### src/rtl/fp_addsub_seq_if.sv
// Handshake and status/strobe bundle between the FP add/sub sequencer and
// the multi-cycle controller plus datapath registers.
// Optional feature macro: FAST_ALIGN_EN (adds the align_flush strobe).
interface fp_addsub_seq_if #(
   parameter int MSB_W = 5
);
   // controller handshake
   logic             start;
   logic             busy;
   logic             done;
   // datapath status
   logic             special;
   logic [7:0]       exp_diff;
   logic             sum_zero;
   logic [MSB_W-1:0] msb_loc;
   logic             round_carry;
   // datapath strobes
   logic             ld_ops;
   logic             align_shift;
`ifdef FAST_ALIGN_EN
   logic             align_flush;
`endif
   logic             add_en;
   logic             norm_right;
   logic             norm_left;
   logic             round_en;
   logic             renorm_en;
   logic             pack_en;
   logic [1:0]       res_sel;

   // controller/datapath side: drives start and status, observes strobes
   modport master (
      output start, special, exp_diff, sum_zero, msb_loc, round_carry,
`ifdef FAST_ALIGN_EN
      input  align_flush,
`endif
      input  busy, done, ld_ops, align_shift, add_en, norm_right, norm_left,
             round_en, renorm_en, pack_en, res_sel
   );

   // sequencer side
   modport slave (
      input  start, special, exp_diff, sum_zero, msb_loc, round_carry,
`ifdef FAST_ALIGN_EN
      output align_flush,
`endif
      output busy, done, ld_ops, align_shift, add_en, norm_right, norm_left,
             round_en, renorm_en, pack_en, res_sel
   );
endinterface

### src/rtl/fp_addsub_seq.sv
// Multi-cycle control FSM for the floating-point add/sub datapath:
// unpack, align, add, normalize, round, renormalize, pack.
// Owns the alignment (acnt) and normalization (ncnt) shift counters and
// issues one-cycle enable strobes; it never sees mantissa data.
// Optional feature macro: FAST_ALIGN_EN. When defined, an exponent
// difference at or above MAX_ALIGN takes a single ALIGN cycle that pulses
// align_flush (mantissa collapsed to sticky) instead of MAX_ALIGN shifts.
module fp_addsub_seq #(
   parameter int MAX_ALIGN   = 27,
   parameter int NORM_TARGET = 26,
   parameter int MSB_W       = 5
) (
   input logic          clk,
   input logic          rst_n,
   fp_addsub_seq_if.slave bus
);
   localparam int ACNT_W = $clog2(MAX_ALIGN + 1);
   localparam int NCNT_W = $clog2(NORM_TARGET + 1);

   typedef enum logic [3:0] {
      S_IDLE,
      S_UNPACK,
      S_ALIGN,
      S_ADD,
      S_NCHK,
      S_NORM_R,
      S_NORM_L,
      S_ROUND,
      S_RCHK,
      S_PACK,
      S_DONE
   } state_t;

   state_t              state_reg;
   logic [ACNT_W-1:0]   acnt_reg;
   logic [NCNT_W-1:0]   ncnt_reg;
   logic [1:0]          res_sel_reg;
   logic                busy_reg;
   logic                align_shift_reg;
   logic                add_en_reg;
   logic                norm_right_reg;
   logic                norm_left_reg;
   logic                round_en_reg;
   logic                pack_en_reg;
   logic                done_reg;
`ifdef FAST_ALIGN_EN
   logic                flush_reg;
`endif

   // Decoded status from the datapath; only consulted in the state where
   // each input is defined to be valid.
   logic                wide_diff;
   logic [ACNT_W-1:0]   acnt_start;
   logic                msb_high;
   logic                msb_on_target;
   logic [NCNT_W-1:0]   ncnt_start;

   // Clamp alignment count and classify the leading-one position.
   always_comb begin
      wide_diff     = (bus.exp_diff >= 8'(MAX_ALIGN));
      acnt_start    = wide_diff ? ACNT_W'(MAX_ALIGN) : ACNT_W'(bus.exp_diff);
      // values above NORM_TARGET+1 are treated like NORM_TARGET+1
      msb_high      = (bus.msb_loc >= MSB_W'(NORM_TARGET + 1));
      msb_on_target = (bus.msb_loc == MSB_W'(NORM_TARGET));
      ncnt_start    = NCNT_W'(NORM_TARGET) - NCNT_W'(bus.msb_loc);
   end

   // Sequencer: state, counters and registered strobes. Each strobe is set
   // on the edge that enters the state it belongs to, so it is high for
   // exactly the cycles spent in that state.
   always_ff @(posedge clk or negedge rst_n) begin
      if (!rst_n) begin
         state_reg       <= S_IDLE;
         acnt_reg        <= '0;
         ncnt_reg        <= '0;
         res_sel_reg     <= 2'd0;
         busy_reg        <= 1'b0;
         align_shift_reg <= 1'b0;
         add_en_reg      <= 1'b0;
         norm_right_reg  <= 1'b0;
         norm_left_reg   <= 1'b0;
         round_en_reg    <= 1'b0;
         pack_en_reg     <= 1'b0;
         done_reg        <= 1'b0;
`ifdef FAST_ALIGN_EN
         flush_reg       <= 1'b0;
`endif
      end else begin
         align_shift_reg <= 1'b0;
         add_en_reg      <= 1'b0;
         norm_right_reg  <= 1'b0;
         norm_left_reg   <= 1'b0;
         round_en_reg    <= 1'b0;
         pack_en_reg     <= 1'b0;
         done_reg        <= 1'b0;
`ifdef FAST_ALIGN_EN
         flush_reg       <= 1'b0;
`endif
         case (state_reg)
            S_IDLE: begin
               if (bus.start) begin
                  state_reg <= S_UNPACK;
                  busy_reg  <= 1'b1;
               end
            end
            S_UNPACK: begin
               if (bus.special) begin
                  state_reg   <= S_PACK;
                  res_sel_reg <= 2'd1;
                  pack_en_reg <= 1'b1;
               end else if (acnt_start == '0) begin
                  state_reg  <= S_ADD;
                  add_en_reg <= 1'b1;
               end else begin
                  state_reg <= S_ALIGN;
`ifdef FAST_ALIGN_EN
                  if (wide_diff) begin
                     // one flush cycle replaces the full shift sequence
                     acnt_reg  <= ACNT_W'(1);
                     flush_reg <= 1'b1;
                  end else begin
                     acnt_reg        <= acnt_start;
                     align_shift_reg <= 1'b1;
                  end
`else
                  acnt_reg        <= acnt_start;
                  align_shift_reg <= 1'b1;
`endif
               end
            end
            S_ALIGN: begin
               acnt_reg <= acnt_reg - ACNT_W'(1);
               if (acnt_reg == ACNT_W'(1)) begin
                  state_reg  <= S_ADD;
                  add_en_reg <= 1'b1;
               end else begin
                  align_shift_reg <= 1'b1;
               end
            end
            S_ADD: begin
               state_reg <= S_NCHK;
            end
            S_NCHK: begin
               if (bus.sum_zero) begin
                  state_reg   <= S_PACK;
                  res_sel_reg <= 2'd2;
                  pack_en_reg <= 1'b1;
               end else if (msb_high) begin
                  state_reg      <= S_NORM_R;
                  norm_right_reg <= 1'b1;
               end else if (msb_on_target) begin
                  state_reg    <= S_ROUND;
                  round_en_reg <= 1'b1;
               end else begin
                  state_reg     <= S_NORM_L;
                  ncnt_reg      <= ncnt_start;
                  norm_left_reg <= 1'b1;
               end
            end
            S_NORM_R: begin
               state_reg    <= S_ROUND;
               round_en_reg <= 1'b1;
            end
            S_NORM_L: begin
               ncnt_reg <= ncnt_reg - NCNT_W'(1);
               if (ncnt_reg == NCNT_W'(1)) begin
                  state_reg    <= S_ROUND;
                  round_en_reg <= 1'b1;
               end else begin
                  norm_left_reg <= 1'b1;
               end
            end
            S_ROUND: begin
               state_reg <= S_RCHK;
            end
            S_RCHK: begin
               state_reg   <= S_PACK;
               pack_en_reg <= 1'b1;
            end
            S_PACK: begin
               state_reg <= S_DONE;
               done_reg  <= 1'b1;
            end
            S_DONE: begin
               state_reg   <= S_IDLE;
               busy_reg    <= 1'b0;
               res_sel_reg <= 2'd0;
            end
            default: begin
               state_reg   <= S_IDLE;
               busy_reg    <= 1'b0;
               res_sel_reg <= 2'd0;
            end
         endcase
      end
   end

   // ld_ops and renorm_en follow their inputs within the same cycle, so
   // they are decoded from the current state rather than registered.
   assign bus.ld_ops      = rst_n & bus.start & (state_reg == S_IDLE);
   assign bus.renorm_en   = bus.round_carry & (state_reg == S_RCHK);

   assign bus.busy        = busy_reg;
   assign bus.align_shift = align_shift_reg;
   assign bus.add_en      = add_en_reg;
   assign bus.norm_right  = norm_right_reg;
   assign bus.norm_left   = norm_left_reg;
   assign bus.round_en    = round_en_reg;
   assign bus.pack_en     = pack_en_reg;
   assign bus.res_sel     = res_sel_reg;
   assign bus.done        = done_reg;
`ifdef FAST_ALIGN_EN
   assign bus.align_flush = flush_reg;
`endif
endmodule

### src/flat_wrapper.sv
// flat-port wrapper written by rule: the top's interface ports become plain ports
module fp_addsub_seq_flat 
#(
   parameter int MAX_ALIGN   = 27,
   parameter int NORM_TARGET = 26,
   parameter int MSB_W       = 5
)
  (clk, rst_n, bus_start, bus_special, bus_exp_diff, bus_sum_zero, bus_msb_loc, bus_round_carry, bus_busy, bus_done, bus_ld_ops, bus_align_shift, bus_add_en, bus_norm_right, bus_norm_left, bus_round_en, bus_renorm_en, bus_pack_en, bus_res_sel);
  fp_addsub_seq_if #(.MSB_W(MSB_W)) bus_i ();
  input logic clk;
  input logic rst_n;
  input wire logic [$bits(bus_i.start)-1:0] bus_start;
  input wire logic [$bits(bus_i.special)-1:0] bus_special;
  input wire logic [$bits(bus_i.exp_diff)-1:0] bus_exp_diff;
  input wire logic [$bits(bus_i.sum_zero)-1:0] bus_sum_zero;
  input wire logic [$bits(bus_i.msb_loc)-1:0] bus_msb_loc;
  input wire logic [$bits(bus_i.round_carry)-1:0] bus_round_carry;
  output wire logic [$bits(bus_i.busy)-1:0] bus_busy;
  output wire logic [$bits(bus_i.done)-1:0] bus_done;
  output wire logic [$bits(bus_i.ld_ops)-1:0] bus_ld_ops;
  output wire logic [$bits(bus_i.align_shift)-1:0] bus_align_shift;
  output wire logic [$bits(bus_i.add_en)-1:0] bus_add_en;
  output wire logic [$bits(bus_i.norm_right)-1:0] bus_norm_right;
  output wire logic [$bits(bus_i.norm_left)-1:0] bus_norm_left;
  output wire logic [$bits(bus_i.round_en)-1:0] bus_round_en;
  output wire logic [$bits(bus_i.renorm_en)-1:0] bus_renorm_en;
  output wire logic [$bits(bus_i.pack_en)-1:0] bus_pack_en;
  output wire logic [$bits(bus_i.res_sel)-1:0] bus_res_sel;
  assign bus_i.start = bus_start;
  assign bus_i.special = bus_special;
  assign bus_i.exp_diff = bus_exp_diff;
  assign bus_i.sum_zero = bus_sum_zero;
  assign bus_i.msb_loc = bus_msb_loc;
  assign bus_i.round_carry = bus_round_carry;
  assign bus_busy = bus_i.busy;
  assign bus_done = bus_i.done;
  assign bus_ld_ops = bus_i.ld_ops;
  assign bus_align_shift = bus_i.align_shift;
  assign bus_add_en = bus_i.add_en;
  assign bus_norm_right = bus_i.norm_right;
  assign bus_norm_left = bus_i.norm_left;
  assign bus_round_en = bus_i.round_en;
  assign bus_renorm_en = bus_i.renorm_en;
  assign bus_pack_en = bus_i.pack_en;
  assign bus_res_sel = bus_i.res_sel;
  fp_addsub_seq #(.MAX_ALIGN(MAX_ALIGN), .NORM_TARGET(NORM_TARGET), .MSB_W(MSB_W)) u_core (.clk(clk), .rst_n(rst_n), .bus(bus_i));
endmodule
### config.mk
export PLATFORM = sky130hd
export DESIGN_NAME = fp_addsub_seq_flat
export DESIGN_NICKNAME = d
export VERILOG_FILES = /design/src/rtl/fp_addsub_seq_if.sv /design/src/rtl/fp_addsub_seq.sv /design/src/flat_wrapper.sv
export SDC_FILE = /design/constraint.sdc
export NUM_CORES = 1
export LEC_CHECK = 0
export ABC_CLOCK_PERIOD_IN_PS = 2450
export CORE_MARGIN = 1.5
export CORE_UTILIZATION = 52
export CTS_CLUSTER_DIAMETER = 150
export CTS_CLUSTER_SIZE = 28
export DETAILED_ROUTE_END_ITERATION = 16
export HOLD_SLACK_MARGIN = 0.02
export PLACE_DENSITY = 0.8
export SYNTH_ARGS = -nofsm -noshare
export SYNTH_HDL_FRONTEND = slang
export SYNTH_SLANG_ARGS = --single-unit
### constraint.sdc
create_clock -name clk -period 2.45 [get_ports clk]
set_input_delay 0.735 -clock clk [delete_from_list [all_inputs] [get_ports clk]]
set_output_delay 0.735 -clock clk [all_outputs]
set_load 0.05 [all_outputs]
==> metrics, run 1 <==
status=complete, no violations; die area=0.00347 mm^2; final WL=3990 um; worst path cell trace=clkdlybuf4s50_1, nand3_2, nor3_4, buf_12; max_slew headroom=0.652; Worst Hold Path EP=u_core.bus.res_sel[1]; vias in the first global route=1450; Max Fanout on Critical Path=2; Comb pwr share=0.574; share of cells above drive strength 1=0.173; CTS tree=done; max cap viols=0; Synth Cell Area=0.00163 mm^2; Initial Utilization=0.541; flops & latches, synth=24; Critical-path top delay cell=clkdlybuf4s50_1; post-synth cell types=55; post-synthesis async set-or-reset flop share=1.00; IR drop worst, VDD=0.548 mV; top cell type's share of synthesized area=0.370; WL/cell=15.8 um; Top-Level Pins=31; Die Y=58.9 um; crit path launch type=input port; Final Instance Area=0.00211 mm^2; worst setup path class=in2out; Yosys warning count=0; clk sink count=24; clock network power share=0.100; area of the multi-input gates=956 um^2; Sw Share=0.457; Routability Congestion=0.816; Reg2Reg Setup Slack=0.59 ns; average size of a mapped cell=8.98 um^2; die width=58.9 um; worst r2r src=u_core.acnt_reg[1]; clk_lat worst skew=0.32 ns; overall power=2.12 mW; first-pass GRT wire length=6620 um; delay-heaviest family, CP=buffers and inverters; Via-to-Cell Ratio=6.19; power density over the cells=1000 mW/mm^2; Finished Layout Cells=253; DR pass1 iterations=4; Setup WS pre-CTS=-0.144 ns; dpl cells=249; peak per-stage delay on the critical path=0.49 ns; drt initial violations=49; Synthesized Nets=206; post-DP HPWL=3010 um; worst min-delay path class=reg2reg; Int Power=1.15 mW; Tcrit/Tclk final=0.976; Max Fclk=418 MHz; Hold Fails Final Rpt=0; Slew @ Worst Pin=0.522 ns; WHS=0.525 ns; Final Core Density=0.703; initial antenna violation count=0; Final Skew=0.00763 ns; gr ovfl total=0; worst hold stages=1; setup TNS=0 ns; antenna diode count=0; Row Count=20; NetSw=967 uW; Final WS setup=0.0593 ns; cell taking the most area after synthesis=dfrtp_1; setup repair after global routing missed its margin=no; largest net degree at the start of global routing=25; Synth area leaders=dfrtp_1 37%, ha_1 4.6%, nor4_2 3.8%, nand2_1 3.7%, a21oi_1 3.4%; Cells after Synth=181; nets@finish=246; reg2reg end=u_core.state_reg[0]; LEAKAGE=0.867 nW; filler instances=244; FF+latch area=601 um^2; Clock transition at path regs=0.14 ns; min-delay src=u_core.bus.res_sel[1]; port bufs=30; Flop pwr share=0.325; Most used DFF post-synth=dfrtp_1; CTS HTree Levels=1; crit path time final=2.39 ns; DP Area=0.00206 mm^2; final setup vio count=0; DRC viols=0; CTS Hold Bufs=0; GRT Total Usage=0.251; worst endpoint required time=1.71 ns; Buf+Inv Stages, Crit Path=2; clk buf depth=2; number of synthesized flops with an enable pin=0; via count=1566; Root Driver=clkbuf_4; WP data arrival=1.66 ns; Max Slew Vio Count=0; Reg2Reg Depth=6; core box area=0.00300 mm^2; DRT antenna net count=0; Layout area overhead=29.9%; cts bufs inserted=3; post-synthesis sequential area ratio=0.370; Crit. End Element=primary output
## layer usage
layer / vias to the layer above / routed length, um / GRT usage
li1: 761 / - / -
met5: - / 0 / 0
met2: 53 / 1980 / 0.410
met1: 743 / 1720 / 0.333
met4: 0 / 86 / 0.117
met3: 9 / 212 / 0.0286
## worst reg2reg max path: stages (launching register included)
cell,delay [ns]
dfrtp_1,0.43
inv_1,0.09
ha_1,0.14
or4b_2,0.66
a21oi_1,0.17
o311ai_0,0.12
a41oi_1,0.19
## power by group through the flow
stage | Combinational (mW) | Sequential, mW | Clock [mW]
floorplan | 0.746 | 0.797 | 0
global placement | 1.18 | 0.686 | 0
detailed placement | 1.20 | 0.695 | 0
CTS | 1.22 | 0.686 | 0.219
global route | 1.34 | 0.709 | 0.235
finish | 1.22 | 0.689 | 0.213
## how the worst max path moves through the flow
stage / startpoint / to / slack [ns] / cells after the start
4_1_cts: bus_start / bus_ld_ops / 0.01 / 4
2_1_floorplan: u_core.state_reg[3] / bus_renorm_en / 0.23 / 3
3_5_place_dp: bus_msb_loc[0] / u_core.ncnt_reg[1] / -0.14 / 6
3_3_place_gp: bus_msb_loc[0] / u_core.ncnt_reg[1] / -0.10 / 6
5_1_grt: bus_start / bus_ld_ops / 0.03 / 4
6_report: bus_start / bus_ld_ops / 0.06 / 4
## cell families (layout without fill, tap and decap cells)
kind of cell / count (synthesis) / after routing / synth area share
compound gates: 51 / 51 / 0.220
fa+ha+maj: 6 / 6 / 0.0462
simple gates: 73 / 73 / 0.278
xor+xnor: 5 / 5 / 0.0269
mux: 1 / 1 / 0.00693
buf+inv: 21 / 60 / 0.0524
flops: 24 / 24 / 0.370
## cells in the final DEF, fill, tap and decap left out, drive strengths merged, types with 3 or more instances in the layout
cell,netlist,routed
a31oi,4,4
nor4,7,7
inv,10,10
o211ai,5,5
nor3,11,11
clkdlybuf4s50,0,27
clkbuf,6,4
a211oi,3,3
buf,5,18
xor2,4,4
or4b,4,4
nand2b,3,3
a21oi,11,11
nand3,8,8
ha,6,6
nor2,10,10
dfrtp,24,24
o21ai,7,7
nand2,16,16
## Yosys cell counts (3+ instances only)
master	number
nand2b_1	3
nor3_1	11
o211ai_1	5
nand3_1	8
nor2_1	9
dfrtp_1	24
xor2_1	4
nand2_1	16
nor4_2	5
ha_1	6
inv_1	10
a21oi_1	11
a31oi_1	4
o21ai_0	7
clkbuf_1	6
## timing repair
item                       in CTS  in global routing
buffers inserted                0                  0
gates resized for setup         3                  0
pin swaps                       1                  1
setup endpoints to repair       1                  1
## final cells by class
class	count	share of cell area
multi-input combinational	136	0.453
sequential	24	0.285
timing repair buffer	46	0.208
tap	33	0.0196
inverter	10	0.0178
clock buffer	4	0.0172
(Power assumes the default switching activity.)
==> inputs of run 2 (changes only) <==
- ABC_CLOCK_PERIOD_IN_PS: 2450 -> 2080
- CORE_UTILIZATION: 52 -> 47
- PLACE_DENSITY: 0.8 -> 0.76
- SLEW_MARGIN: default -> 10
- clock period: 2.45 -> 2.08 ns (I/O delays scaled with it)
==> metrics, run 2 (synthesized netlist as in run 1, its figures left out) <==
DRT antenna net count=0 (unchanged); initial antenna violation count=0 (unchanged); max_slew headroom=0.679 (+0.0276); core box area=0.00334 mm^2 (+11%); die area=0.00382 mm^2 (+10%); CTS HTree Levels=1 (unchanged); clock network power share=0.080 (-0.020); overall power=2.53 mW (+19%); DRC viols=0 (unchanged); gr ovfl total=0 (unchanged); nets@finish=263 (+6.9%); Sw Share=0.464 (+0.00683); Max Fclk=495 MHz; largest net degree at the start of global routing=25 (unchanged); Reg2Reg Setup Slack=0.20 ns (-0.39 ns); WHS=0.486 ns (-0.0393 ns); M1 GR Usage=0.294 (-0.0395); DR pass1 iterations=4 (unchanged); Crit. End Element=primary output; Top-Level Pins=31 (unchanged); commonest non-fill, non-tap cells in the layout=43 x buf_4, 23 x dfrtp_1, 16 x nand2_1; GRT Total Usage=0.235 (-0.0158); crit path time final=2.02 ns; status=complete, no violations; crit path launch type=flip-flop; max cap viols=0 (unchanged); Slew @ Worst Pin=0.481 ns (-0.0414 ns); WL/cell=14.8 um (-6.4%); IR drop worst, VDD=0.538 mV (-1.8%); Worst Setup SP=u_core.state_reg[2]; clk buf depth=2 (unchanged); CTS tree=done; clk_lat worst skew=0.31 ns (about the same); setup repair after global routing missed its margin=no; met2 GRT Util=0.411 (+0.00100); Row Count=21 (+5.0%); Layout area overhead=36.8%; LEAKAGE=0.963 nW (+11%); clk sink count=24 (unchanged); CTS Hold Bufs=0 (unchanged); Die Y=61.8 um (+4.9%); die width=61.8 um (+4.9%); via count=1649 (+5.3%); cts bufs inserted=3 (unchanged); worst min-delay path class=in2async; Routability Congestion=0.851 (+4.2%); Max Fanout on Critical Path=20 (+18); reg2reg end=u_core.ncnt_reg[1]; Flop pwr share=0.323 (-0.002); final WL=4160 um (+4.3%); worst setup path class=reg2out; Int Power=1.36 mW (+18%); share of cells above drive strength 1=0.288 (+0.115); Clock transition at path regs=0.13 ns (about the same); Tcrit/Tclk final=0.972; Via-to-Cell Ratio=5.85 (-5.5%); dpl cells=276 (+11%); Root Driver=clkbuf_4; Setup WS pre-CTS=-0.423 ns (-0.279 ns); GRT Max-Usage Layer=met2; power density over the cells=1140 mW/mm^2 (+13%); commonest non-fill, non-tap cell in the layout=buf_4; post-DP HPWL=3200 um (+6.4%); Finished Layout Cells=282 (+11%); Final WS setup=0.0592 ns (-0.0000777 ns); Hold Fails Final Rpt=0 (unchanged); port bufs=30 (unchanged); WP data arrival=1.40 ns (-0.26 ns); Max Slew Vio Count=0 (unchanged); Initial Utilization=0.487 (-0.0542); Final Skew=0.00769 ns (+0.0000592 ns); Reg2Reg Depth=5 (-1); vias in the first global route=1531 (+5.6%); first-pass GRT wire length=6720 um (+1.6%); worst r2r src=u_core.state_reg[0]; M3 GR Usage=0.0311 (+0.00248); drt initial violations=97 (+98%); CP Capture Point=bus_renorm_en; worst endpoint required time=1.46 ns (-0.25 ns); Comb pwr share=0.597 (+0.023); final setup vio count=0 (unchanged); antenna diode count=0 (unchanged); NetSw=1.17 mW (+21%)
[run 2: worst min path at each step]
stage	endpoint	cells after the start
CTS	u_core.bus.done	2
global route	u_core.acnt_reg[2]	2
finish	u_core.bus.done	2
global placement	u_core.bus.res_sel[0]	1
detailed placement	u_core.bus.res_sel[0]	1
floorplan	u_core.acnt_reg[0]	0
[run 2: timing repair]
item                                    4_1_cts  5_1_grt
endpoints found under the setup margin        3        1
gates resized for setup                      11        0
buffers inserted                              1        2
pin swaps                                     4        1
endpoints found under the hold margin         0        0
[run 2: final cells by class]
cell class | instances | area (um^2)
inverter | 10 | 37.5
timing repair buffer | 63 | 537
clock buffer | 3 | 22.5
fill | 281 | 1110
tap | 46 | 57.6
multi-input combinational | 136 | 967
sequential | 24 | 602
[run 2: per-layer routing]
layer / up-vias / wire length (um)
met5: - / 0
met2: 55 / 2130
li1: 798 / -
met3: 6 / 204
met1: 790 / 1770
met4: 0 / 63
[run 2: metrics by stage]
step                      setup TNS (ns)   util  cell area, um^2
after floorplan                 -0.00823      -             1630
after global placement             -2.27  0.648             2160
after detailed placement           -2.81  0.648             2160
after CTS                              0  0.662             2210
after global routing                   0  0.666             2220
final                                  0  0.666             2220
[run 2: critical path, cell delays in order, from the launching register on]
cell	delay, ns
dfrtp_1	0.40
buf_4	0.21
and4b_2	0.33
buf_12	0.14
[run 2: power groups by stage]
stage / logic (mW) / clock network [mW] / registers [mW]
detailed placement: 1.44 / 0 / 0.816
floorplan: 0.879 / 0 / 0.939
CTS: 1.47 / 0.208 / 0.819
global route: 1.65 / 0.231 / 0.838
finish: 1.51 / 0.202 / 0.816
global placement: 1.40 / 0 / 0.802
